**src/rtl/audio_sched_pkg.sv**
```systemverilog
// audio_sched_pkg: shared FSM states, default widths and channel-to-bank mapping
package audio_sched_pkg;
  localparam int DW_DEF = 24;
  localparam int FW_DEF = 16;
  localparam int CH_L = 0;
  localparam int CH_R = 1;
  typedef enum logic [2:0] {IDLE, RD, L_GO, L_WAIT, R_GO, R_WAIT, WR} state_e;
  function automatic logic chan_sel(input int idx);
    return idx != CH_L;
  endfunction
endpackage

```
**src/rtl/sched_chan_seq.sv**
```systemverilog
// sched_chan_seq: one channel's FIR start / wait-for-done / timeout sequencer
// ports: go_i/wait_i phase strobes from the top FSM, bypass_i, smp_i raw sample,
//        done_i/flt_out_i FIR result, start_o FIR start, fin_o channel finished,
//        tmo_o timeout pulse, res_o channel result
module sched_chan_seq
  import audio_sched_pkg::*;
#(
  parameter int DW  = DW_DEF,
  parameter int FW  = FW_DEF,
  parameter int TMO = 1023
) (
  input  logic          ck,
  input  logic          rst,
  input  logic          go_i,
  input  logic          wait_i,
  input  logic          bypass_i,
  input  logic [DW-1:0] smp_i,
  input  logic          done_i,
  input  logic [FW-1:0] flt_out_i,
  output logic          start_o,
  output logic          fin_o,
  output logic          tmo_o,
  output logic [DW-1:0] res_o
);
  localparam int TW = $clog2(TMO + 1);
  logic [TW-1:0] cnt_q, cnt_d;
  logic [DW-1:0] res_q, res_d;
  assign start_o = go_i & ~bypass_i;
  // done wins over a timeout landing in the same cycle
  assign tmo_o = wait_i & ~done_i & (cnt_q == TW'(TMO));
  assign fin_o = (go_i & bypass_i) | (wait_i & done_i) | tmo_o;
  assign res_o = res_q;
  always_comb begin
    cnt_d = go_i ? '0 : wait_i ? cnt_q + 1'b1 : cnt_q;
    res_d = ((go_i & bypass_i) | tmo_o) ? smp_i :
            (wait_i & done_i) ? {flt_out_i, {(DW-FW){1'b0}}} : res_q;
  end
  always_ff @(posedge ck or negedge rst) begin
    if (!rst) begin
      cnt_q <= '0;
      res_q <= '0;
    end else begin
      cnt_q <= cnt_d;
      res_q <= res_d;
    end
  end
endmodule

```
**src/rtl/audio_frame_sched.sv**
```systemverilog
// audio_frame_sched: pops a stereo pair, filters L then R through one shared FIR, pushes the pair back
// ports: ck/rst clock and async active-low reset; read_ready/readdata_*/read codec pop side;
//        write_ready/write/writedata_* codec push side; flt_* shared FIR handshake;
//        bypass_l/r per-channel FIR skip; busy frame in flight; err_cnt saturating FIR timeouts
module audio_frame_sched
  import audio_sched_pkg::*;
#(
  parameter int DW  = DW_DEF,
  parameter int FW  = FW_DEF,
  parameter int TMO = 1023,
  parameter int CW  = 8
) (
  input  logic          ck,
  input  logic          rst,
  input  logic          read_ready,
  input  logic [DW-1:0] readdata_left,
  input  logic [DW-1:0] readdata_right,
  output logic          read,
  input  logic          write_ready,
  output logic          write,
  output logic [DW-1:0] writedata_left,
  output logic [DW-1:0] writedata_right,
  output logic [FW-1:0] flt_in,
  output logic          flt_chan,
  output logic          flt_start,
  input  logic [FW-1:0] flt_out,
  input  logic          flt_done,
  input  logic          bypass_l,
  input  logic          bypass_r,
  output logic          busy,
  output logic [CW-1:0] err_cnt
);
  state_e state_q, state_d;
  logic [DW-1:0] smp_l_q, smp_r_q, res_l, res_r, wd_l_q, wd_r_q;
  logic [FW-1:0] flt_in_q;
  logic chan_q;
  logic [CW-1:0] err_q, err_d;
  logic st_l, st_r, fin_l, fin_r, tmo_l, tmo_r;
  sched_chan_seq #(.DW(DW), .FW(FW), .TMO(TMO)) u_left (
    .ck(ck), .rst(rst), .go_i(state_q == L_GO), .wait_i(state_q == L_WAIT),
    .bypass_i(bypass_l), .smp_i(smp_l_q), .done_i(flt_done), .flt_out_i(flt_out),
    .start_o(st_l), .fin_o(fin_l), .tmo_o(tmo_l), .res_o(res_l)
  );
  sched_chan_seq #(.DW(DW), .FW(FW), .TMO(TMO)) u_right (
    .ck(ck), .rst(rst), .go_i(state_q == R_GO), .wait_i(state_q == R_WAIT),
    .bypass_i(bypass_r), .smp_i(smp_r_q), .done_i(flt_done), .flt_out_i(flt_out),
    .start_o(st_r), .fin_o(fin_r), .tmo_o(tmo_r), .res_o(res_r)
  );
  always_comb begin
    state_d = state_q;
    case (state_q)
      IDLE:         state_d = read_ready ? RD : IDLE;
      RD:           state_d = L_GO;
      L_GO, L_WAIT: state_d = fin_l ? R_GO : L_WAIT;
      R_GO, R_WAIT: state_d = fin_r ? WR : R_WAIT;
      WR:           state_d = write_ready ? IDLE : WR;
      default:      state_d = IDLE;
    endcase
    err_d = ((tmo_l | tmo_r) & ~&err_q) ? err_q + 1'b1 : err_q;
  end
  assign read      = state_q == RD;
  assign write     = (state_q == WR) & write_ready;
  assign busy      = state_q != IDLE;
  assign flt_start = st_l | st_r;
  // FIR-facing and codec-facing outputs are live only while owned, otherwise they hold
  assign flt_chan  = st_l ? chan_sel(CH_L) : st_r ? chan_sel(CH_R) : chan_q;
  assign flt_in    = st_l ? smp_l_q[DW-1 -: FW] : st_r ? smp_r_q[DW-1 -: FW] : flt_in_q;
  assign writedata_left  = (state_q == WR) ? res_l : wd_l_q;
  assign writedata_right = (state_q == WR) ? res_r : wd_r_q;
  assign err_cnt   = err_q;
  always_ff @(posedge ck or negedge rst) begin
    if (!rst) begin
      state_q  <= IDLE;
      smp_l_q  <= '0;
      smp_r_q  <= '0;
      flt_in_q <= '0;
      chan_q   <= 1'b0;
      wd_l_q   <= '0;
      wd_r_q   <= '0;
      err_q    <= '0;
    end else begin
      state_q  <= state_d;
      if (state_q == IDLE && read_ready) begin
        smp_l_q <= readdata_left;
        smp_r_q <= readdata_right;
      end
      flt_in_q <= flt_in;
      chan_q   <= flt_chan;
      wd_l_q   <= writedata_left;
      wd_r_q   <= writedata_right;
      err_q    <= err_d;
    end
  end
endmodule

```
**config.mk**
```make
export PLATFORM = sky130hd
export DESIGN_NAME = audio_frame_sched
export DESIGN_NICKNAME = d
export VERILOG_FILES = /design/src/rtl/audio_sched_pkg.sv /design/src/rtl/sched_chan_seq.sv /design/src/rtl/audio_frame_sched.sv
export SDC_FILE = /design/constraint.sdc
export NUM_CORES = 1
export LEC_CHECK = 0
export ABC_AREA = 1
export CAP_MARGIN = 5
export CORE_UTILIZATION = 48
export CTS_CLUSTER_DIAMETER = 200
export DETAILED_ROUTE_END_ITERATION = 10
export PLACE_DENSITY_LB_ADDON = 0.2
export SETUP_SLACK_MARGIN = 0.05
export SYNTH_ARGS = -nofsm -noshare
export SYNTH_HDL_FRONTEND = slang
export SYNTH_HIERARCHICAL = 1
export SYNTH_SLANG_ARGS = --single-unit
```
**constraint.sdc**
```tcl
create_clock -name ck -period 2.4 [get_ports ck]
set_input_delay 0.24 -clock ck [delete_from_list [all_inputs] [get_ports ck]]
set_output_delay 0.24 -clock ck [all_outputs]
set_load 0.01 [all_outputs]
```
Word-level counts from Yosys, hierarchy flattened:

Index checks and enable logic that the tools add are counted.
W data, S select, Z words.

* flip-flop bits (word level): 192
* output and inout port bits: 77
* word-level logic and storage cells: 76

* $add $sub $neg: 3
* equal/unequal tests: 8
* mux-type cells: 19
* bitwise logic cells: 23
* reductions and logical operators: 11

Operators with widths (count)
* $mux W24: 6
* $mux W10: 4
* $mux W16: 2
* $add A10 B1 Y10 const B: 2
* $eq A10 B10 Y1 const B: 2
* $pmux W3 S5: 1
* $and A1 B1 Y1: 12
* $eq A3 B3 Y1 const B: 3
* $add A8 B1 Y8 const B: 1
* $or A1 B1 Y1: 8
* $reduce_and A8 Y1: 1
* $reduce_bool A2 Y1: 4
* $eq A3 B2 Y1 const B: 2
* $mux W3: 2
* $reduce_or A2 Y1: 2
* $eq A3 B1 Y1 const B: 1
* $logic_not A3 Y1: 1
* $mux W1: 3
* $not A1 Y1: 3
* $reduce_bool A3 Y1: 1
* $mux W2: 1
* $logic_and A1 B1 Y1: 1
* $logic_not A1 Y1: 1

Logic depth before layout (Yosys ltp):

* depth after elaboration: 6
* mapped depth: 11

Hierarchy:

The synthesis kept the hierarchy.

By module, submodules not included
* audio_frame_sched: instances 1, cells an instance 591, area each 5350.1 sq um, sequential area each 3103.0 sq um
* sched_chan_seq: instances 2, cells an instance 209, area each 1714.1 sq um, sequential area each 850.8 sq um

Worst setup path after synthesis:

No wires, ideal clock.

* kind: reg-to-output
* from: reg state_q[1]
* to: out flt_in[10]
* data arrival time: 2.197 ns
* required time: 2.160 ns
* path slack: -0.037 ns
* cell stages (with the launch flop): 9
* buffers on the path: 2
* cells stage by stage: dfrtp_1 > inv_1 > nor3_1 > clkinv_1 > nor2_1 > buf_2 > buf_1 > a21oi_1 > a21oi_1

* elaborated cells on any way between the ends: 6

RTL lines
* from (decl): line audio_frame_sched.sv:33 `state_e state_q, state_d;`
* from (signal assigned): line audio_frame_sched.sv:82 `state_q <= state_d;`
* $eq A3 B2 Y1: line audio_frame_sched.sv:40 `.ck(ck), .rst(rst), .go_i(state_q == L_GO), .wait_i(state_q == L_WAIT),`
* $and A1 B1 Y1: line sched_chan_seq.sv:28 `assign start_o = go_i & ~bypass_i;`
* named net st_l: line audio_frame_sched.sv:38 `logic st_l, st_r, fin_l, fin_r, tmo_l, tmo_r;`
* $mux W16: line audio_frame_sched.sv:67 `assign flt_in = st_l ? smp_l_q[DW-1 -: FW] : st_r ? smp_r_q[DW-1 -: FW] : flt_in_q;`
* to (decl): line audio_frame_sched.sv:23 `output logic [FW-1:0] flt_in,`

The timed path passes the listed nets, and every way through them passes these cells.

Worst setup path in the final report:

* from: reg state_q[0]
* to: out flt_in[12]

The elaborated chain is that of the path after synthesis.

==> impl_metrics.json <==
{
  "status": "complete, no violations",
  "power.share.sequential_pct": 40.3,
  "drt-total-wl_mm": 23.7,
  "diodes": 0,
  "cpPeakStageDelay_ns": 0.42,
  "p_clk_share_pct": 22.0,
  "clock-sinks": 192,
  "layout_common_cells": "nand2_1 (228), dfrtp_1 (192), inv_1 (128)",
  "worst-setup-path-type": "register to output pin",
  "endpoint_kind": "output pin",
  "wl_per_cell_um": 16.6,
  "first_pass_iters": 6,
  "detailed_place_hpwl_mm": 15.7,
  "synthTopCellsByArea": "dfrtp_1 (55%), nand2_1 (10%), nand3_1 (5.6%)",
  "worst_pin_slew_ns": 0.483,
  "p_total_mw": 13.3,
  "die_y_um": 137,
  "combPwrFrac_pct": 37.7,
  "finalCriticalPeriod_ns": 2.36,
  "path_max_fanout": 17,
  "cts_htree_levels": 4,
  "yosys.area.top_type": "dfrtp_1",
  "swShare_pct": 38.0,
  "multi_input_area_um2": 3450,
  "vias": 7454,
  "p_leak_nw": 5.75,
  "overflow": 0,
  "reg2reg_from": "state_q[1]$_DFF_PN0_",
  "place_congestion": 0.864,
  "yosysWarnings": 6,
  "num_io_pins": 148,
  "rsz0062_at_grt": "yes",
  "postSynthCellCount": 1009,
  "maxSlewViolCount": 0,
  "drc": 0,
  "grt_usage_pct": 25.2,
  "max_cap_violations": 0,
  "r2r-end": "state_q[0]$_DFF_PN0_",
  "seq_area_frac_synth_pct": 54.7,
  "met1_usage_pct": 37.1,
  "gr-usage-met2_pct": 37.0,
  "clock_path_buffers": 2,
  "placed_area_um2": 10500,
  "drtAntennaViolNets": 0,
  "clk_pin_slew_worst_paths_ns": 0.07,
  "cts-root-buf": "clkbuf_16",
  "crit_required_ns": 2.16,
  "synth_nets": 1083,
  "final_hold_viol_count": 0,
  "max_freq_mhz": 423,
  "die_x_um": 137,
  "switchingPower_mw": 5.07,
  "clock_skew_ns": 0.0115,
  "syn2layout_area_growth_pct": 32.6,
  "antenna_found_initial": 0,
  "cts_tree": "built",
  "fillers": 1492,
  "critPathSlowestCell": "dfrtp_1",
  "layout_commonest_cell": "nand2_1",
  "p_int_mw": 8.26,
  "grt_use_met3_pct": 5.15,
  "grt-busiest-layer": "met1",
  "worst_hold_slack_ns": 0.294,
  "startpoint_type": "register",
  "setup_viol": 0,
  "numPortBuffers": 147,
  "critical_path.most_common_cell": "buf_6",
  "post-route-cell-area_um2": 11600,
  "ys_seq_elements": 192,
  "grt_pass1_vias": 6813,
  "initial_core_util_pct": 48.9,
  "r2r_cells": 12,
  "vias_per_cell": 5.21,
  "row_count": 49,
  "grt_pass1_wl_mm": 35.9,
  "peakVddDrop_uv": 575,
  "die-area_um2": 18800,
  "fin_crit_sh_pct": 98.5,
  "crit_chain": "buf_6 -> nor3_4 -> clkinv_2 -> nor2_4 -> buf_6 -> inv_4 -> buf_12 -> nor2_1 -> a21oi_2 -> buf_2",
  "netlist_area_um2": 8780,
  "rrSetupSlack_ns": 0.29,
  "drt_iter0_markers": 724,
  "worstPathArrival_ns": 2.12,
  "fin_nets": 1262,
  "drive_gt1_share_pct": 23.1,
  "core-area_um2": 18000,
  "cellPowerDensity_nw_per_um2": 1150,
  "netlist.area_leader.share_pct": 54.7,
  "synth.distinct_cells": 31,
  "syn_avg_cell_area_um2": 8.70,
  "ff_latch_area_um2": 4800,
  "insertion_delay_ns": 0.44,
  "grt_max_degree": 65,
  "cts_made_buffers": 17,
  "hold_class": "input port to async pin",
  "maxSlewHeadroom_pct": 67.7
}
-- metrics by stage --
step                      cells  utilization, %  TNS, ns  worst slack [ns]
after global placement     1367            58.7        0            0.0707
after global routing       1430            64.8   -0.474           -0.0759
after CTS                  1415            62.8        0            0.0104
after floorplan            1009               -        0             0.176
after detailed placement   1367            58.7        0            0.0219
final                      1430            64.8        0            0.0360
-- worst max-delay path: cells and delay by family, from the launching register on --
kind / cells / cell delay (ns)
compound gates: 1 / 0.07
buf+inv: 6 / 0.69
flops: 1 / 0.42
simple gates: 3 / 0.49
-- area by class of cell --
cell class                 instances  area share (%)
sequential                       192            41.3
tap                              229            2.46
clock inverter                    14            1.44
multi-input combinational        629            29.6
timing repair buffer             208            16.9
inverter                         140            4.59
clock buffer                      18            3.77
-- per-layer routing --
layer | share of wire, % | up-vias
met5 | 0 | -
met4 | 1.4 | 0
met3 | 6.2 | 29
met2 | 45 | 256
met1 | 47 | 3544
li1 | - | 3625
-- Yosys cell counts --
cell type / count
nor4_1: 2
dfrtp_1: 192
o21ai_1: 40
clkinv_1: 4
nand3_1: 99
inv_2: 6
nor3b_1: 2
o21bai_1: 2
inv_1: 130
nand4_4: 2
o21ai_0: 49
ha_1: 3
nor2_1: 45
buf_2: 24
buf_1: 1
nand2_1: 235
nor3_1: 4
nor2_2: 8
buf_12: 4
buf_6: 8
nand2_2: 23
xnor2_1: 2
nor2_4: 3
clkbuf_1: 8
nand2_4: 2
a21oi_1: 41
nand3_4: 2
clkbuf_2: 3
nand3b_1: 4
o21ai_2: 22
nand4_1: 39
-- cells by family (layout without fill, tap and decap cells) --
group,count (synthesis),count (layout),synth area share [%]
AOI/OAI and AO/OA,154,154,9.78
xor gates and xnor gates,2,2,0.200
adders and majority gates,3,3,0.428
buffers and inverters,188,380,9.85
DFF,192,192,54.7
and+or+nand+nor,470,470,25.0
-- sequential cells by signal, summed over array words and instances, names as in the netlist --
name,cells
flt_in_q,16
smp_l_q,24
state_q,3
smp_r_q,24
wd_l_q,24
u_right/res_o,24
err_cnt,8
u_right/cnt_q,10
u_left/res_o,24
wd_r_q,24
u_left/cnt_q,10
chan_q,1
-- how the worst max path moves through the flow --
stage                               from  slack (ns)    endpoint  depth (start not counted)
floorplan           state_q[1]$_DFF_PN0_        0.18  flt_in[10]                          8
global placement    state_q[0]$_DFF_PN0_        0.07  flt_in[13]                         11
detailed placement  state_q[0]$_DFF_PN0_        0.02  flt_in[13]                         11
CTS                 state_q[0]$_DFF_PN0_        0.01   flt_in[0]                          9
finish              state_q[0]$_DFF_PN0_        0.04  flt_in[12]                         10
global route        state_q[0]$_DFF_PN0_       -0.08  flt_in[12]                         10
-- power by group through the flow --
| stage | Combinational, mW | Sequential, mW | Clock, mW |
|---|---|---|---|
| after floorplan | 2.78 | 5.02 | 0 |
| after global placement | 4.63 | 5.33 | 0 |
| after detailed placement | 4.73 | 5.34 | 0 |
| after CTS | 4.60 | 5.27 | 2.98 |
| after global routing | 5.57 | 5.50 | 3.10 |
| final | 5.02 | 5.37 | 2.94 |
-- repair_timing --
item / CTS / global route
hold buffers: 1 / 0
setup buffers: 14 / 11
setup endpoints to repair: 66 / 50
pin swaps: 10 / 16
endpoints found under the hold margin: 42 / 0
resized for setup: 188 / 127
cloned: 1 / 4
No activity file was read; power rests on OpenSTA's default activity.
